**src/rtl/inst_fetch_queue_pkg.sv**
```systemverilog
// Shared definitions for the IF->ID instruction fetch queue.
package inst_fetch_queue_pkg;

  localparam int IFQ_DEPTH    = 4;
  localparam int IFQ_PC_W     = 32;
  localparam int IFQ_INST_W   = 32;
  localparam int IFQ_ENTRY_WD = IFQ_PC_W + IFQ_INST_W;

  // Source of the instruction presented to ID.
  typedef enum logic [1:0] {
    SEL_NONE = 2'd0,
    SEL_HEAD = 2'd1,
    SEL_RESP = 2'd2
  } ifq_sel_e;

  function automatic int ifq_entry_wd(input int pc_w, input int inst_w);
    return pc_w + inst_w;
  endfunction

endpackage

```
**src/rtl/inst_fetch_queue_ram.sv**
```systemverilog
// Entry storage for the fetch queue: one write port, asynchronous read port.
module ifq_ram #(
  parameter int DEPTH = 4,
  parameter int WIDTH = 64
) (
  input  logic                     clk,
  input  logic                     we,
  input  logic [$clog2(DEPTH)-1:0] waddr,
  input  logic [WIDTH-1:0]         wdata,
  input  logic [$clog2(DEPTH)-1:0] raddr,
  output logic [WIDTH-1:0]         rdata
);

  logic [WIDTH-1:0] mem [DEPTH];

  // Contents are don't-care after reset, so the array carries no reset.
  always_ff @(posedge clk) begin
    if (we) begin
      mem[waddr] <= wdata;
    end
  end

  assign rdata = mem[raddr];

endmodule

```
**src/rtl/inst_fetch_queue.sv**
```systemverilog
// DEPTH-entry {pc, inst} buffer between IF and ID with fall-through and flush.
module inst_fetch_queue
  import inst_fetch_queue_pkg::*;
#(
  parameter int DEPTH  = IFQ_DEPTH,
  parameter int PC_W   = IFQ_PC_W,
  parameter int INST_W = IFQ_INST_W
) (
  input  logic                     clk,
  input  logic                     resetn,
  input  logic                     flush,
  input  logic                     if_req,
  input  logic [PC_W-1:0]          if_pc,
  output logic                     fetch_ready,
  input  logic [INST_W-1:0]        inst_sram_rdata,
  output logic                     id_valid,
  output logic [PC_W-1:0]          id_pc,
  output logic [INST_W-1:0]        id_inst,
  input  logic                     id_ready,
  output logic [$clog2(DEPTH):0]   count
);

  localparam int AW = $clog2(DEPTH);
  localparam int CW = AW + 1;
  localparam int EW = ifq_entry_wd(PC_W, INST_W);
  localparam logic [CW-1:0] DEPTH_CNT  = CW'(DEPTH);
  localparam logic [CW:0]   DEPTH_WIDE = (CW + 1)'(DEPTH);

  logic            pend_v_reg, pend_v_next;
  logic [PC_W-1:0] pend_pc_reg, pend_pc_next;
  logic [AW-1:0]   head_reg, head_next;
  logic [AW-1:0]   tail_reg, tail_next;
  logic [CW-1:0]   count_reg, count_next;

  logic            resp_v;
  logic            queue_empty;
  logic            fall_through;
  logic            fetch_accept;
  logic            push;
  logic            pop;
  logic [CW:0]     committed;
  ifq_sel_e        sel;
  logic [EW-1:0]   head_entry;
  logic [EW-1:0]   resp_entry;

  assign resp_v      = pend_v_reg;
  assign queue_empty = (count_reg == '0);
  assign resp_entry  = {pend_pc_reg, inst_sram_rdata};

  // Credit counts the in-flight response so it always has a slot; a
  // same-cycle pop earns no credit.
  assign committed    = {1'b0, count_reg} + {{CW{1'b0}}, pend_v_reg};
  assign fetch_ready  = ~flush & (committed < DEPTH_WIDE);
  assign fetch_accept = if_req & fetch_ready;

  always_comb begin
    sel = SEL_NONE;
    if (!queue_empty) begin
      sel = SEL_HEAD;
    end else if (resp_v) begin
      sel = SEL_RESP;
    end
  end

  always_comb begin
    id_valid = 1'b0;
    id_pc    = '0;
    id_inst  = '0;
    case (sel)
      SEL_HEAD: begin
        id_valid          = 1'b1;
        {id_pc, id_inst}  = head_entry;
      end
      SEL_RESP: begin
        id_valid          = 1'b1;
        {id_pc, id_inst}  = resp_entry;
      end
      default: ;
    endcase
  end

  assign fall_through = (sel == SEL_RESP);
  // A fall-through response taken by ID this cycle never touches storage.
  assign push = resp_v & ~flush & ~(fall_through & id_ready);
  assign pop  = (sel == SEL_HEAD) & id_ready & ~flush;

  always_comb begin
    pend_v_next  = pend_v_reg;
    pend_pc_next = pend_pc_reg;
    head_next    = head_reg;
    tail_next    = tail_reg;
    count_next   = count_reg;
    if (flush) begin
      pend_v_next = 1'b0;
      head_next   = '0;
      tail_next   = '0;
      count_next  = '0;
    end else begin
      pend_v_next = fetch_accept;
      if (fetch_accept) begin
        pend_pc_next = if_pc;
      end
      if (push) begin
        tail_next = tail_reg + AW'(1);
      end
      if (pop) begin
        head_next = head_reg + AW'(1);
      end
      count_next = count_reg + {{(CW-1){1'b0}}, push} - {{(CW-1){1'b0}}, pop};
    end
  end

  always_ff @(posedge clk or negedge resetn) begin
    if (!resetn) begin
      pend_v_reg  <= 1'b0;
      pend_pc_reg <= '0;
      head_reg    <= '0;
      tail_reg    <= '0;
      count_reg   <= '0;
    end else begin
      pend_v_reg  <= pend_v_next;
      pend_pc_reg <= pend_pc_next;
      head_reg    <= head_next;
      tail_reg    <= tail_next;
      count_reg   <= count_next;
    end
  end

  assign count = count_reg;

  ifq_ram #(
    .DEPTH (DEPTH),
    .WIDTH (EW)
  ) u_ram (
    .clk   (clk),
    .we    (push),
    .waddr (tail_reg),
    .wdata (resp_entry),
    .raddr (head_reg),
    .rdata (head_entry)
  );

  a_count_range: assert property (@(posedge clk) disable iff (!resetn)
    count_reg <= DEPTH_CNT);

  a_no_overflow: assert property (@(posedge clk) disable iff (!resetn)
    !(push && !pop && count_reg == DEPTH_CNT));

endmodule

```
**config.mk**
```make
export PLATFORM = sky130hd
export DESIGN_NAME = inst_fetch_queue
export DESIGN_NICKNAME = d
export VERILOG_FILES = /design/src/rtl/inst_fetch_queue_pkg.sv /design/src/rtl/inst_fetch_queue_ram.sv /design/src/rtl/inst_fetch_queue.sv
export SDC_FILE = /design/constraint.sdc
export NUM_CORES = 1
export LEC_CHECK = 0
export ABC_CLOCK_PERIOD_IN_PS = 2700
export BUFFER_PORTS_ARGS = -buffer_cell sky130_fd_sc_hd__buf_4
export CAP_MARGIN = 20
export CORE_UTILIZATION = 52
export DETAILED_ROUTE_END_ITERATION = 6
export PLACE_DENSITY_LB_ADDON = 0.08
export SLEW_MARGIN = 10
export SYNTH_ARGS = -nofsm -noshare
export SYNTH_HDL_FRONTEND = slang
export SYNTH_SLANG_ARGS = --single-unit
```
**constraint.sdc**
```tcl
create_clock -name clk -period 2.7 [get_ports clk]
set_clock_uncertainty 0.05 [all_clocks]
set_input_delay 0.675 -clock clk [delete_from_list [all_inputs] [get_ports clk]]
set_output_delay 0.675 -clock clk [all_outputs]
set_load 0.05 [all_outputs]
```
Yosys cells after proc, flatten, opt, wreduce, memory -nomap -nowiden:

Memory sizes are Yosys's and may differ from the RTL's.
Cells that the tools add are included.

* reductions and logical operators: 5
* order comparisons: 1
* equality and inequality tests: 2
* add/subtract/negate cells: 5
* bitwise operators: 9
* muxes and demuxes: 13

Operators by type and width (number)
* $pmux W32 S2: 2
* $mux W2: 6
* $and A1 B1 Y1: 7
* $add A2 B1 Y2 const B: 2
* $add A3 B1 Y4: 1
* $lt A4 B3 Y1 const B: 1
* $mux W1: 4
* $reduce_bool A2 Y1: 2
* $add A3 B1 Y3: 1
* $logic_not A3 Y1: 1
* $mux W3: 1
* $sub A3 B1 Y3: 1
* $eq A2 B1 Y1 const B: 1
* $eq A2 B2 Y1 const B: 1
* $not A1 Y1: 2
* $reduce_and A2 Y1: 1
* $reduce_or A2 Y1: 1

* RAM bits: 256
* logic and storage cells: 41
* flip-flop bits (word level): 40
* output and inout bits: 69
* memories: 1

Memories
* u_ram.mem: words 4, width 64, read ports 1, clocked after memory_dff 0, write ports 1, RTL line inst_fetch_queue_ram.sv:14 `logic [WIDTH-1:0] mem [DEPTH];`

Logic depth before layout (Yosys ltp):

Gate-level depths: netlist (run 1).

* word-level depth: 9
* depth in mapped cells: 11
* gate-level depth less buffers: 10

Cells and area by module:

From an unflattened synthesis (run 1), not the netlist that was laid out.

* cell total of the unflattened synthesis: 668
* area total of the unflattened synthesis: 11970.2 um2

By module, submodules not included
* ifq_ram: instances 1, seq. area each 7687.4 um2, area each 9341.5 um2, cells an instance 338
* inst_fetch_queue: instances 1, seq. area each 1001.0 um2, area each 2628.8 um2, cells an instance 330

Worst setup path after synthesis (run 1):

OpenSTA, ideal clock, no wires.

* path type: register to register
* start: register count_reg[1] (netlist: count[1])
* end: memory u_ram.mem[0][0], enable pin
* cell stages (with the launch flop): 4
* required time: 2.221 ns
* slack: -0.487 ns
* clock period less this slack: 3.187 ns
* data arrival time: 2.708 ns
* cells stage by stage: dfrtp_1 > nor3_1 > a21oi_1 > and2_1

* longest elaborated chain between the ends: 8

RTL lines
* from (decl): RTL line inst_fetch_queue.sv:33 `logic [CW-1:0] count_reg, count_next;`
* from (signal assigned): RTL line inst_fetch_queue.sv:125 `count_reg <= count_next;`
* $logic_not A3 Y1: RTL line inst_fetch_queue.sv:47 `assign queue_empty = (count_reg == '0);`
* $mux W2: RTL line inst_fetch_queue.sv:58 `if (!queue_empty) begin`
* $eq A2 B2 Y1: RTL line inst_fetch_queue.sv:82 `assign fall_through = (sel == SEL_RESP);`
* $and A1 B1 Y1: RTL line inst_fetch_queue.sv:84 `assign push = resp_v & ~flush & ~(fall_through & id_ready);`
* $not A1 Y1: RTL line inst_fetch_queue.sv:84
* $and A1 B1 Y1: RTL line inst_fetch_queue.sv:84
* $mux W1: RTL line inst_fetch_queue_ram.sv:18 `if (we) begin`
* $mux W1 (implied by the code): RTL line inst_fetch_queue_ram.sv:19 `mem[waddr] <= wdata;`
* to (decl): RTL line inst_fetch_queue_ram.sv:14

Every way passes these cells.

Worst setup path in the final report (run 1):

* start: register head_reg[0]
* end: output id_pc[28]

* longest elaborated chain between the ends: 2

RTL lines
* from (decl): RTL line inst_fetch_queue.sv:31 `logic [AW-1:0] head_reg, head_next;`
* from (signal assigned): RTL line inst_fetch_queue.sv:123 `head_reg <= head_next;`
* $mem_v2 Z4 W64
* $pmux W32 S2: RTL line inst_fetch_queue.sv:69 `case (sel)`
* to (decl): RTL line inst_fetch_queue.sv:17 `output logic [PC_W-1:0] id_pc,`

Every way passes these cells.

==> results of run 1 <==
-- path summary, 6_finish.rpt --
kind,slack [ns],endpoint,depth (start not counted),start
hold reg to reg,0.49,u_ram.mem[2][43],0,pend_pc_reg[11]
setup reg to reg,0.19,count[2],11,count[2]
min in group clk,0.30,u_ram.mem[0][7],1,inst_sram_rdata[7]
max in group asynchronous,2.03,head_reg[0],1,resetn
hold / removal,0.1,pend_pc_reg[28],1,resetn
setup / recovery,-0.21,id_pc[28],7,head_reg[0]
-- timing repair --
item | 4_1_cts | 5_1_grt
buffers inserted | 17 | 4
hold buffers | 0 | 0
pin swaps | 27 | 24
setup endpoints to repair | 66 | 65
cloned | 6 | 0
gates resized for setup | 96 | 48
-- final cells by class --
class / count / area, µm²
repair buffers: 190 / 2130
clock buffers: 44 / 875
flip-flops and latches: 296 / 8700
inverters: 5 / 18.8
well taps: 280 / 350
clock inverters: 12 / 156
multi-input cells: 331 / 3130
fillers: 1450 / 6730
-- stage by stage --
stage / hold slack (ns) / instances / total power, mW
2_1_floorplan: 0.329 / 672 / 10.5
3_3_place_gp: 0.458 / 1076 / 12.7
3_5_place_dp: 0.478 / 1076 / 12.8
4_1_cts: 0.109 / 1155 / 18.3
5_1_grt: 0.123 / 1158 / 19.3
6_report: 0.0992 / 1158 / 18.5
-- worst max-delay path: stages (launching register included) --
cell	delay, ns
sky130_fd_sc_hd__dfrtp_4	0.50
sky130_fd_sc_hd__buf_12	0.16
sky130_fd_sc_hd__buf_12	0.13
sky130_fd_sc_hd__buf_16	0.14
sky130_fd_sc_hd__mux4_2	0.43
sky130_fd_sc_hd__nand2_1	0.07
sky130_fd_sc_hd__nand2_1	0.06
sky130_fd_sc_hd__buf_6	0.15
-- logic make-up after synthesis --
kind of cell               after synthesis  share of synthesized area
muxes                                   98                      0.154
adders and majority gates                8                    0.00907
AOI/OAI and AO/OA                        7                    0.00570
buffers and inverters                   45                     0.0185
and+or+nand+nor                        215                     0.0784
DFF                                    296                      0.732
xor gates and xnor gates                 3                    0.00222
-- power breakdown --
group | leakage (nW) | switching [mW] | internal, mW | total (mW)
clock network | 0.500 | 1.63 | 2.61 | 4.24
logic | 2.32 | 5.06 | 3.40 | 8.47
registers | 2.78 | 0.338 | 5.50 | 5.83
total | 5.60 | 7.03 | 11.5 | 18.5
-- cells in the final DEF (no fill, tap or decap), types with 2 or more instances in the layout --
master                      synthesis  routed
sky130_fd_sc_hd__mux4_2            64      64
sky130_fd_sc_hd__nand3_1           64      64
sky130_fd_sc_hd__inv_1              5       5
sky130_fd_sc_hd__buf_8              0      14
sky130_fd_sc_hd__buf_6              3      49
sky130_fd_sc_hd__bufinv_16          0       4
sky130_fd_sc_hd__buf_4              4      99
sky130_fd_sc_hd__nor2_1             8       7
sky130_fd_sc_hd__dfrtp_1           40      34
sky130_fd_sc_hd__nand2_2            0      48
sky130_fd_sc_hd__clkinv_2           0       2
sky130_fd_sc_hd__ha_1               7       6
sky130_fd_sc_hd__dfrtp_2            0       5
sky130_fd_sc_hd__nand2_1          129      79
sky130_fd_sc_hd__edfxtp_1         256     256
sky130_fd_sc_hd__clkbuf_1          17       8
sky130_fd_sc_hd__buf_16             0       7
sky130_fd_sc_hd__mux2_1             3       3
sky130_fd_sc_hd__mux2_2            30      30
sky130_fd_sc_hd__xor2_1             2       2
sky130_fd_sc_hd__clkinv_1           0       5
sky130_fd_sc_hd__clkbuf_8           0       5
sky130_fd_sc_hd__clkbuf_16          0      31
sky130_fd_sc_hd__and2_4             0       4
sky130_fd_sc_hd__buf_12             0      20
sky130_fd_sc_hd__nand2_4            0       2
sky130_fd_sc_hd__nand2b_1           4       4
-- metal layers --
metal | vias to the layer above | global-route usage | share of wire
met1 | 3359 | 0.312 | 0.41
met5 | - | 0 | 0
met2 | 227 | 0.383 | 0.51
li1 | 2958 | - | -
met4 | 0 | 0.0524 | 0.016
met3 | 28 | 0.0397 | 0.058
==> impl.org, run 1 <==
** Run status
- The flow ran to the end, but the final reports show violations.
- The final reports fail on setup timing.

** Drt
- DR vias :: 6572
- The final layout contains routed wiring with a total length of 25900 µm.
- For this run, the detailed router's first-pass iteration total came to 5.
- Via density :: 5.68
- In this run the remaining antenna-violating nets after routing total 0.
- For this run, design rule violations remaining after detail routing come to 0.
- Number of DRC markers after the initial detailed-route iteration :: 368
- In the final routed layout, each cell accounts on average for 22.3 µm.

** Yosys
- Most used DFF post-synth :: sky130_fd_sc_hd__edfxtp_1
- In the post-synthesis netlist, the biggest area contributors are sky130_fd_sc_hd__edfxtp_1 65%, sky130_fd_sc_hd__mux4_2 12%, sky130_fd_sc_hd__dfrtp_1 8.4%, sky130_fd_sc_hd__nand2_1 4.1%, sky130_fd_sc_hd__mux2_2 2.8%.
- The number of nets handed over by synthesis was 749.
- Yosys printed 0 warnings.
- In the synthesized netlist the async set-or-reset flop fraction comes to 0.135.
- EDFF count, synth :: 256
- Post-synthesis sequential element count :: 296
- Number of standard cells after synthesis :: 672
- The share of the Yosys chip area taken by registers is 0.732.
- Sorting the synthesized cells by how often they occur yields 256 x sky130_fd_sc_hd__edfxtp_1, 129 x sky130_fd_sc_hd__nand2_1, 64 x sky130_fd_sc_hd__mux4_2, 64 x sky130_fd_sc_hd__nand3_1, 40 x sky130_fd_sc_hd__dfrtp_1.
- Area share of the leading cell type in the synthesized netlist :: 0.648
- The biggest area contributor in the post-synthesis netlist is sky130_fd_sc_hd__edfxtp_1.
- Post-synthesis cell type count :: 34
- Most frequent cell after synthesis :: sky130_fd_sc_hd__edfxtp_1
- Dividing the synthesized area by the synthesized cell count gives 17.7 µm².
- The synthesized netlist occupies a cell area of 11900 µm².

** Floorplanning
- Area of the die :: 23400 µm²
- Effective utilization at floorplan :: 0.537
- Number of primary I/O pins :: 138
- Rows :: 54
- Placeable core area :: 22100 µm²
- From bottom edge to top edge, the die measures 153 µm.
- Horizontal die dimension :: 153 µm

** Clock network
- Worst skew pair latency :: 0.54 ns
- TritonCTS built the clock tree.
- Clk root buf :: sky130_fd_sc_hd__clkbuf_16
- The tree built by TritonCTS fans out to 296 sinks.
- Count of H-tree levels built during CTS :: 1
- Total clock buffers created by CTS :: 30
- Buffer levels on the longest clock path :: 3
- Clock input transition at the sequential cells of the worst setup and hold paths :: 0.06 ns

** GRT
- Across every metal layer, demand over resource in global routing totals 0.227.
- Number of antenna violations at the first check in global routing :: 0
- The first global-routing pass estimated 40300 µm of wire.
- The number of global-route vias before repair came to 6969.
- Entering global routing, the biggest net connects 51 pins.
- GRT overflow :: 0

** Worst hold path
- The path class of the tightest hold or removal check is in -> async.

** Worst setup path
- Startpoint kind of the worst setup timing path :: flop
- Data arrives at the worst endpoint at 2.18 ns.
- Setup CP Type :: reg -> out
- Biggest fanout along the worst timing path :: 8
- STA classifies the critical path endpoint as an output pin.
- Data required time of the critical path :: 1.98 ns

** Finish
- Final design utilization :: 0.695
- The register with the most flip-flops in the layout has 256 of them.
- Count of nets after finishing :: 931
- The number of antenna diodes in the final layout is 0.
- After routing the design area is 15400 µm².
- The area growth from synthesis to layout is 29.5%.
- Of the cells placed in the final design, the portion with a size suffix greater than 1 is 0.448.

** Power
- Peak supply drop :: 0.000819 V
- Lkg Pwr :: 5.60 nW
- Power density cells :: 1210 nW/µm²

** Placement
- Final Wtd Congestion :: 0.744
- OpenSTA, run right after detailed placement, puts the worst setup slack at 0.245 ns.
- Count of port buffers added during placement :: 137
- Total cell area at the placement stage :: 13500 µm²
- Post-detailed-placement half-perimeter wirelength :: 14500 µm

** STA
- The final hold violation count came to 0.
- The count of final max-slew check failures was 0.
- Top achievable clock speed :: 0.344 GHz
- In this run the tightest slew margin relative to its limit is 0.593.
- Least-Margin Pin Slew :: 0.610 ns
- Min setup slack post-route :: -0.206 ns
- Shortest clock period the worst path allows after layout :: 2.91 ns
- Portion of the clock cycle consumed by the worst path in the final layout :: 1.08
- After routing, the total negative slack on setup checks comes to -9.63 ns.
- Setup repair after global routing missed its margin :: true
- Final setup violation count :: 64

** Flow run
- Max-cap violations in this run came to 0.
Power figures use the tool's default switching activity.
==> run 2, diff against run 1 <==
--- a/config.mk
+++ b/config.mk
@@ -11,6 +11,7 @@
 export CORE_UTILIZATION = 52
 export DETAILED_ROUTE_END_ITERATION = 6
 export PLACE_DENSITY_LB_ADDON = 0.08
+export SETUP_SLACK_MARGIN = 0.15
 export SLEW_MARGIN = 10
 export SYNTH_ARGS = -nofsm -noshare
 export SYNTH_HDL_FRONTEND = slang
==> impl.org, run 2 (synthesis gave the netlist of run 1 again) <==
** Run status
- Run status :: complete, but fails checks
- The checks that failed: setup timing.

** Power
- The proportion of power drawn by flip-flops and latches came to 0.307 (-0.008).
- The power density relative to cell area is 1230 nW/µm² (+1.6%).
- Clock share of power :: 0.232 (+0.003)
- Internal portion of total power :: 11.9 mW (+3.1%)
- Peak supply drop :: 0.000943 V (+15%)
- The switching part of the total power is 0.376 (-0.00285).
- Post-layout total power :: 19.0 mW (+2.6%)
- Comb pwr share :: 0.461 (+0.004)
- The net load switching power was 7.16 mW (+1.8%).
- The cell leakage power is 5.68 nW (+1.4%).

** Worst setup path
- The critical path starts at head_reg[0].
- In this run the critical register-to-register path is captured at count[2].
- The longest individual stage delay on the worst path was 0.50 ns (about the same).
- STA classifies the critical path endpoint as an output pin.
- The critical path required time was 1.98 ns (about the same).
- Cells along the critical path :: buf_8, buf_8, buf_16, mux4_2, nand2_2, nand2_2, buf_6
- The count of buffer and inverter cells on the critical path came to 4 (unchanged).
- The number of cells on the worst reg-to-reg path was 11 (unchanged).
- The slowest stage of the critical path is the sky130_fd_sc_hd__dfrtp_4 cell.
- Register-to-Register Setup Slack :: 0.27 ns (+0.08 ns)
- The worst setup path is launched from a flop.
- Critical R2R Launch :: count[1]
- Setup CP Type :: reg -> out
- The arrival time of the worst setup path came to 2.20 ns (+0.02 ns).
- Biggest fanout along the worst timing path :: 5 (-3)
- Among cell families on the critical path, the largest total delay comes from buffers and inverters.

** Clock network
- The number of buffers on the longest clock path was 3 (unchanged).
- Hold buffer count at cts :: 0 (unchanged)
- Count of H-tree levels built during CTS :: 1 (unchanged)
- Worst skew pair latency :: 0.54 ns (about the same)
- In this run the clock root is driven by a sky130_fd_sc_hd__clkbuf_16.
- Total clock buffers created by CTS :: 30 (unchanged)
- The number of sinks handled by clock tree synthesis came to 296 (unchanged).
- TritonCTS built the clock tree.
- Clock input transition at the sequential cells of the worst setup and hold paths :: 0.06 ns (about the same)

** Floorplanning
- The boundary pin count was 138 (unchanged).
- Effective utilization at floorplan :: 0.537 (unchanged)
- The area inside the core boundary came to 22100 µm² (unchanged).
- Height of the die :: 153 µm (unchanged)
- Area of the die :: 23400 µm² (unchanged)
- The row count was 54 (unchanged).
- Horizontal die dimension :: 153 µm (unchanged)

** STA
- Number of max-slew violations in the final report :: 0 (unchanged)
- The worst relative slew slack was 0.593 (about the same).
- Setup repair after global routing missed its margin :: true
- The worst hold slack across all endpoints was 0.0922 ns (-0.00691 ns).
- Least-Margin Pin Slew :: 0.610 ns (-0.000529 ns)
- The maximum clock frequency is 0.342 GHz (-0.55%).
- Final setup violation count :: 64 (unchanged)
- Hold Violations, Final :: 0 (unchanged)
- Min setup slack post-route :: -0.222 ns (-0.0162 ns)
- Shortest clock period the worst path allows after layout :: 2.92 ns (+0.0162 ns)
- Portion of the clock cycle consumed by the worst path in the final layout :: 1.08 (+0.00600)

** Finish
- Final antenna diode count :: 0 (unchanged)
- The core occupancy in the finished layout was 0.702 (+0.00691).
- The top cell types in the final layout, fill and taps aside, are 256 x sky130_fd_sc_hd__edfxtp_1, 95 x sky130_fd_sc_hd__buf_4, 79 x sky130_fd_sc_hd__nand2_1.
- Layout overhead on the synthesized area :: 30.8%
- Most common library cell in the layout ignoring fill and taps :: sky130_fd_sc_hd__edfxtp_1
- Number of flip-flops under the largest register name :: 256 (unchanged)
- Fraction of layout instances using a drive strength above 1 :: 0.452 (+0.00477)
- Filler Cells Inserted :: 1419 (-2.1%)
- Post-route cell area :: 15500 µm² (+0.99%)
- The net count reported at finish came to 935 (+0.43%).

** Drt
- The ratio of routed vias to standard cells is 5.71 (+0.66%).
- DR vias :: 6638 (+1.0%)
- Routed Antenna Nets :: 0 (unchanged)
- The initial DRC count is 399 (+8.4%).
- Avg WL per Cell :: 22.4 µm (+0.41%)
- WL final :: 26100 µm (+0.76%)
- The count of unresolved DRC violations after routing is 0 (unchanged).
- The number of optimization iterations in the first detailed-route pass came to 4 (-1).

** Placement
- Final Wtd Congestion :: 0.720 (-3.3%)
- Count of port buffers added during placement :: 137 (unchanged)
- Total cell area at the placement stage :: 13400 µm² (-0.36%)
- The worst-case setup slack after placement was 0.212 ns (-0.0332 ns).
- The HPWL after detailed placement is 13900 µm (-4.4%).

** Flow run
- The max capacitance violation total is 0 (unchanged).

** GRT
- Wire length of the first global-routing pass :: 40000 µm (-0.58%)
- Number of antenna violations at the first check in global routing :: 0 (unchanged)
- GRT overflow :: 0 (unchanged)
- The maximum number of pins on one net before global-route repair is 41 (-20%).
- Vias in the first global route :: 6914 (-0.79%)
- Overall routing resource usage :: 0.227 (-0.000398)

** Worst hold path
- The min-delay analysis places its worst path in the category in -> async.
-- run 2: changes by cell type in the layout (fill, tap and decap cells not counted), sizes merged --
| cell | delta |
|---|---|
| buf | +2 |
| bufinv | +3 |
| clkbuf | -6 |
| clkinv | +6 |
| clkinvlp | -1 |
-- run 2: routing by layer --
metal | wire length (µm) | part of all wire | global-route usage
met5 | 0 | 0 | 0
met4 | 493 | 0.019 | 0.0476
met3 | 1080 | 0.041 | 0.0295
met2 | 13800 | 0.53 | 0.404
met1 | 10700 | 0.41 | 0.299
-- run 2: worst register-to-register path: stages (launching register included) --
cell,delay (ns)
sky130_fd_sc_hd__dfrtp_2,0.44
sky130_fd_sc_hd__buf_4,0.15
sky130_fd_sc_hd__buf_6,0.12
sky130_fd_sc_hd__o31ai_1,0.38
sky130_fd_sc_hd__nor2_1,0.08
sky130_fd_sc_hd__ha_1,0.29
sky130_fd_sc_hd__inv_1,0.05
sky130_fd_sc_hd__ha_1,0.13
sky130_fd_sc_hd__inv_1,0.05
sky130_fd_sc_hd__fa_1,0.37
sky130_fd_sc_hd__xnor2_1,0.15
sky130_fd_sc_hd__nor2_1,0.05
-- run 2: metrics by stage --
step,instances,setup TNS [ns]
after floorplan,672,0
after global placement,1072,0
after detailed placement,1072,0
after CTS,1154,-12.54
after global routing,1162,-15.07
final,1162,-11.47
-- run 2: how the worst max path moves through the flow --
stage | endpoint | depth (start not counted)
2_1_floorplan | id_inst[0] | 5
3_3_place_gp | id_inst[7] | 5
3_5_place_dp | count[2] | 11
4_1_cts | id_pc[22] | 7
5_1_grt | id_pc[26] | 7
6_report | id_inst[15] | 7
-- run 2: cell type report --
| class | instances | area (µm²) | share of cell area |
|---|---|---|---|
| Clock buffer | 36 | 795 | 0.0512 |
| Clock inverter | 20 | 272 | 0.0175 |
| Inverter | 5 | 18.8 | 0.00121 |
| Sequential cell | 296 | 8700 | 0.561 |
| Multi-Input combinational cell | 331 | 3130 | 0.202 |
| Tap cell | 280 | 350 | 0.0226 |
| Timing Repair Buffer | 194 | 2250 | 0.145 |
-- run 2: power by group through the flow --
| stage | Combinational, mW | Sequential, mW | Clock [mW] |
|---|---|---|---|
| 6_report | 8.77 | 5.84 | 4.41 |
| 3_3_place_gp | 6.80 | 5.89 | 0 |
| 2_1_floorplan | 4.67 | 5.86 | 0 |
| 5_1_grt | 9.17 | 5.90 | 4.64 |
| 3_5_place_dp | 6.83 | 5.95 | 0 |
| 4_1_cts | 8.41 | 5.84 | 4.46 |
-- run 2: repair_timing --
| action | in CTS | in global routing |
|---|---|---|
| buffers inserted | 16 | 5 |
| pin swaps | 33 | 21 |
| gates cloned | 10 | 3 |
| setup endpoints to repair | 66 | 66 |
| gates resized for setup | 100 | 48 |
